**config.mk**
```make
export PLATFORM = sky130hd
export DESIGN_NAME = j_i2s_dac_tx
export DESIGN_NICKNAME = d
export VERILOG_FILES = /design/src/rtl/j_i2s_dac_tx.sv
export SDC_FILE = /design/constraint.sdc
export NUM_CORES = 1
export LEC_CHECK = 0
export CAP_MARGIN = 25
export CORE_MARGIN = 8
export CORE_UTILIZATION = 45
export DETAILED_ROUTE_END_ITERATION = 16
export HOLD_SLACK_MARGIN = 0.1
export PLACE_DENSITY_LB_ADDON = 0.08
export SLEW_MARGIN = 10
export SYNTH_ARGS = -nofsm -noshare
export SYNTH_HDL_FRONTEND = slang
export SYNTH_SLANG_ARGS = --single-unit
```
**constraint.sdc**
```tcl
create_clock -name clk -period 2.6 [get_ports clk]
set_clock_uncertainty 0.2 [all_clocks]
set_input_delay 0.52 -clock clk [delete_from_list [all_inputs] [get_ports clk]]
set_output_delay 0.52 -clock clk [all_outputs]
set_load 0.02 [all_outputs]
```
**src/rtl/j_i2s_dac_tx.sv**
```systemverilog
// Philips I2S master transmitter: derives SCK/WS from clk, double-buffers the
// left/right samples and shifts them MSB-first one SCK after each WS edge.
module j_i2s_dac_tx #(
    parameter int SCK_DIV = 4,
    parameter int WIDTH   = 16
) (
    input  logic             clk,
    input  logic             resetl,
    input  logic             enable,
    input  logic [WIDTH-1:0] snd_l,
    input  logic [WIDTH-1:0] snd_r,
    input  logic             snd_l_en,
    input  logic             snd_r_en,
    output logic             sckout,
    output logic             wsout,
    output logic             txd,
    output logic             sample_req,
    output logic             underrun
);

    localparam int FRAME = 2 * WIDTH;
    localparam int SW    = $clog2(FRAME);

    localparam logic [7:0]    DIV_LAST  = 8'(SCK_DIV - 1);
    localparam logic [SW-1:0] SLOT_LAST = SW'(FRAME - 1);
    localparam logic [SW-1:0] WS_FIRST  = SW'(WIDTH - 1);
    localparam logic [SW-1:0] WS_LAST   = SW'(FRAME - 2);

    logic [7:0]       div_cnt_q, div_cnt_d;
    logic             sck_q, sck_d;
    logic [SW-1:0]    slot_q, slot_d;
    logic             ws_q, ws_d;
    logic             txd_q, txd_d;
    logic             req_q, req_d;
    logic             und_q, und_d;
    logic [FRAME-1:0] shift_q, shift_d;
    logic [WIDTH-1:0] hold_l_q, hold_l_d;
    logic [WIDTH-1:0] hold_r_q, hold_r_d;
    logic             pend_l_q, pend_l_d;
    logic             pend_r_q, pend_r_d;

    logic             fe;
    logic             pair_ready;
    logic             load;

    always_comb begin
        div_cnt_d  = div_cnt_q;
        sck_d      = sck_q;
        slot_d     = slot_q;
        ws_d       = ws_q;
        txd_d      = txd_q;
        shift_d    = shift_q;
        req_d      = 1'b0;
        und_d      = 1'b0;
        fe         = 1'b0;
        load       = 1'b0;
        pair_ready = pend_l_q && pend_r_q;

        if (enable) begin
            if (div_cnt_q == DIV_LAST) begin
                div_cnt_d = 8'd0;
                sck_d     = ~sck_q;
                fe        = sck_q;
            end else begin
                div_cnt_d = div_cnt_q + 8'd1;
            end

            if (fe) begin
                slot_d = (slot_q == SLOT_LAST) ? '0 : slot_q + SW'(1);
                // Without a fresh pair, one extra rotation realigns the old frame
                if (slot_d == '0) begin
                    req_d = 1'b1;
                    if (pair_ready) begin
                        load    = 1'b1;
                        shift_d = {hold_l_q, hold_r_q};
                    end else begin
                        und_d   = 1'b1;
                        shift_d = {shift_q[FRAME-2:0], shift_q[FRAME-1]};
                    end
                end else begin
                    shift_d = {shift_q[FRAME-2:0], shift_q[FRAME-1]};
                end
                txd_d = shift_d[FRAME-1];
                ws_d  = (slot_d >= WS_FIRST) && (slot_d <= WS_LAST);
            end
        end else begin
            div_cnt_d = 8'd0;
            sck_d     = 1'b0;
            slot_d    = SLOT_LAST;
            ws_d      = 1'b0;
            txd_d     = 1'b0;
            shift_d   = '0;
        end

        // A strobe coinciding with the transfer still leaves its flag set
        hold_l_d = snd_l_en ? snd_l : hold_l_q;
        hold_r_d = snd_r_en ? snd_r : hold_r_q;
        pend_l_d = (pend_l_q && !load) || snd_l_en;
        pend_r_d = (pend_r_q && !load) || snd_r_en;
    end

    always_ff @(posedge clk or negedge resetl) begin
        if (!resetl) begin
            div_cnt_q <= 8'd0;
            sck_q     <= 1'b0;
            slot_q    <= SLOT_LAST;
            ws_q      <= 1'b0;
            txd_q     <= 1'b0;
            req_q     <= 1'b0;
            und_q     <= 1'b0;
            shift_q   <= '0;
            hold_l_q  <= '0;
            hold_r_q  <= '0;
            pend_l_q  <= 1'b0;
            pend_r_q  <= 1'b0;
        end else begin
            div_cnt_q <= div_cnt_d;
            sck_q     <= sck_d;
            slot_q    <= slot_d;
            ws_q      <= ws_d;
            txd_q     <= txd_d;
            req_q     <= req_d;
            und_q     <= und_d;
            shift_q   <= shift_d;
            hold_l_q  <= hold_l_d;
            hold_r_q  <= hold_r_d;
            pend_l_q  <= pend_l_d;
            pend_r_q  <= pend_r_d;
        end
    end

    assign sckout     = sck_q;
    assign wsout      = ws_q;
    assign txd        = txd_q;
    assign sample_req = req_q;
    assign underrun   = und_q;

endmodule
```
==> impl_metrics.ini <==
[status]
status = finished, final reports clean

[setup_path]
cp.arrival_ps = 2550
r2r_cells = 8
critical-path-slowest-cell = dfstp_2
crit_fanout = 36
path_buf_inv = 1
critPathLaunchType = flip-flop
cp_cell_sequence = ha_1 -> and3_1 -> ha_2 -> nor3b_4 -> a21oi_4 -> buf_12 -> o41ai_1 -> nand2b_1
max_stage_delay_ps = 560
required_ps = 2620
rrSetupSlack_ps = 80
critPathTopFamily = flip-flops
reg2reg_to = pend_r_q
timing.rr.start = slot_q[1]
critical_path_class = flip-flop to flip-flop
worst_setup_path_end_kind = flip-flop

[routing]
dr.first_iter.drc_count = 157
drt-wirelength-per-cell_um = 17.3
ant_nets = 0
top_layer_used = met4
via_per_inst = 5.90
vias = 2986
drcViolationCount = 0
wl_met1_um = 4200
dr_wl_met2_um = 4070
wl_met3_um = 367
dr.pass1.iters = 4
wl_um = 8730

[global_routing]
groute.usage.overall_pct = 16.3
grt_pass1_wl_um = 15700
first_global_vias = 3156
gr-total-overflow = 0
grt_max_degree = 46
antenna_found_initial = 0

[finish]
n_fill_cell = 789
diodes = 0
drive_gt1_share_pct = 22.4
syn2layout_area_growth_pct = 19.9
fin_nets = 433

[clock_tree]
worst_skew_pair.late_latency_ps = 350
cts.path.max_buffers = 2
ctsRootBufferMaster = clkbuf_8
cts_sinks = 83
clk_pin_slew_ps = 80
cts_tree = done
cts_buffers = 9
htreeDepth = 3

[place]
dp_hpwl_um = 5620
io_buffers = 41
place.gp.congestion = 0.794
pre_cts_slack_ps = 56.4

[floorplanning]
coreArea_um2 = 8680
ios = 42
rows = 34
fp.dieW_um = 110
initial_core_util_pct = 46.0
die_area_um2 = 12100
chipHeight_um = 110

[power_and_ir_drop]
finalPower_mw = 2.60
max-vdd-ir-drop_v = 0.000246
p_leak_nw = 2.15
p_per_area_nw_per_um2 = 544

[sta]
setup-violations-final = 0
slew_violations = 0
maxSlewHeadroom_pct = 59.6
hold_viol_final = 0
fin_ws_ps = 75.4
fin_crit_ps = 2520
fin_crit_sh_pct = 97.1
tightest_slew_ps = 604
fmax_mhz = 396

[yosys]
synth_area_leader_cell = dfrtp_1
ys_warn_count = 0
synth_flop_cell = dfrtp_1
yosysMostFrequentCell = dfrtp_1
synth_fp_nets = 392
synth-seq-cells = 83
synth_edf_count = 0
synth.top_cell.area_share_pct = 48.9
ys_types = 41
synthArstFlopShare_pct = 100
netlist_area_um2 = 3990
seq_area_frac_synth_pct = 52.2
synth.area.top_cells = dfrtp_1 (49%), mux2_2 (9.0%), o31ai_1 (6.0%)
synthCells = 352
avgSynthCellArea_um2 = 11.3
synthTopCellsByCount = dfrtp_1 (78), o21ai_0 (34), mux2_2 (32), o31ai_1 (32), a21oi_1 (25)

[hold_path]
min_delay_worst_endpoint = slot_q[4]
min_path_cells = 2
hp-class = flip-flop to flip-flop
hold_start = slot_q[4]

[run]
cap_violations = 0
[how the worst max path moves through the flow]
stage	cells past startpoint	start	slack [ps]	to
3_3_place_gp	8	slot_q[0]	140	pend_l_q
6_report	8	slot_q[1]	80	pend_r_q
5_1_grt	8	slot_q[0]	-1	pend_r_q
2_1_floorplan	8	slot_q[0]	220	shift_q[21]
4_1_cts	8	slot_q[0]	40	pend_l_q
3_5_place_dp	8	slot_q[0]	60	pend_l_q
[cells in the final DEF, fill, tap and decap left out, types with 2 or more instances in the layout]
| cell | count |
|---|---|
| a21oi_1 | 25 |
| dfrtp_1 | 78 |
| dfstp_2 | 5 |
| nor3_1 | 2 |
| ha_1 | 2 |
| buf_12 | 3 |
| xor2_1 | 4 |
| o31ai_1 | 32 |
| and3_1 | 5 |
| a41oi_1 | 24 |
| clkbuf_8 | 12 |
| nand4_1 | 8 |
| nand2_1 | 11 |
| xnor2_1 | 5 |
| o21ai_0 | 34 |
| clkdlybuf4s50_1 | 40 |
| mux2_2 | 32 |
| nand2b_1 | 4 |
| nor2_1 | 8 |
| nor2b_1 | 2 |
| and2_1 | 2 |
| clkinv_2 | 2 |
| buf_4 | 21 |
| o211ai_1 | 2 |
| a31oi_1 | 8 |
| nand3_1 | 7 |
[registers in the layout, summed over array words and instances, names as in the netlist]
register	flops
hold_r_q	16
pend_l_q	1
underrun	1
sample_req	1
div_cnt_q	8
hold_l_q	16
pend_r_q	1
slot_q	5
shift_q	31
wsout	1
sckout	1
txd	1
[power breakdown]
group          switching, mW  internal [mW]  leakage (nW)  total [mW]
registers             0.0375           1.35          1.06        1.39
logic                  0.104          0.134         0.989       0.238
clock network          0.456          0.520         0.108       0.976
[layer usage]
layer  vias to the layer above  track usage [%]
met5                         -                0
met4                         0             4.76
met3                         8             3.95
met2                        58             24.2
met1                      1488             23.0
li1                       1432                -
[layout make-up]
| cell class | instances | area [µm²] | area share, % |
|---|---|---|---|
| clock buffer | 12 | 165 | 3.45 |
| tap | 108 | 135 | 2.82 |
| clock inverter | 4 | 47.5 | 0.993 |
| multi-input combinational | 233 | 1730 | 36.0 |
| inverter | 1 | 3.75 | 0.0784 |
| timing repair buffer | 65 | 628 | 13.1 |
| sequential | 83 | 2080 | 43.5 |
[metrics by stage]
| step | instance area (µm²) | hold slack [ps] | setup TNS (ps) | instances | util [%] |
|---|---|---|---|---|---|
| 3_5_place_dp | 4530 | 290 | 0 | 487 | 52.2 |
| 5_1_grt | 4790 | 328 | -1.20 | 506 | 55.2 |
| 4_1_cts | 4760 | 302 | 0 | 504 | 54.8 |
| 2_1_floorplan | 3990 | 24.4 | 0 | 352 | - |
| 3_3_place_gp | 4530 | 286 | 0 | 487 | 52.2 |
| 6_report | 4790 | 304 | 0 | 506 | 55.2 |
[cells by family (layout without fill, tap and decap cells)]
kind of cell	count (synthesis)	after routing	synth area share [%]
fa+ha+maj	3	3	0.940
xor+xnor	9	9	1.97
flops	83	83	52.2
compound gates	130	130	21.6
simple gates	57	57	8.49
mux	34	34	9.74
buf+inv	36	82	5.11
[timing repair]
item,4_1_cts,5_1_grt
hold buffers,1,0
gates resized for setup,0,3
endpoints found under the setup margin,0,9
endpoints found under the hold margin,40,0
setup buffers,0,2
[worst register-to-register path, cell delays in order, from the launching register on]
cell	delay, ps
dfstp_2	560
ha_1	170
and3_1	170
ha_2	320
nor3b_4	250
a21oi_4	90
buf_12	190
o41ai_1	350
nand2b_1	110
(Power assumes the default switching activity.)
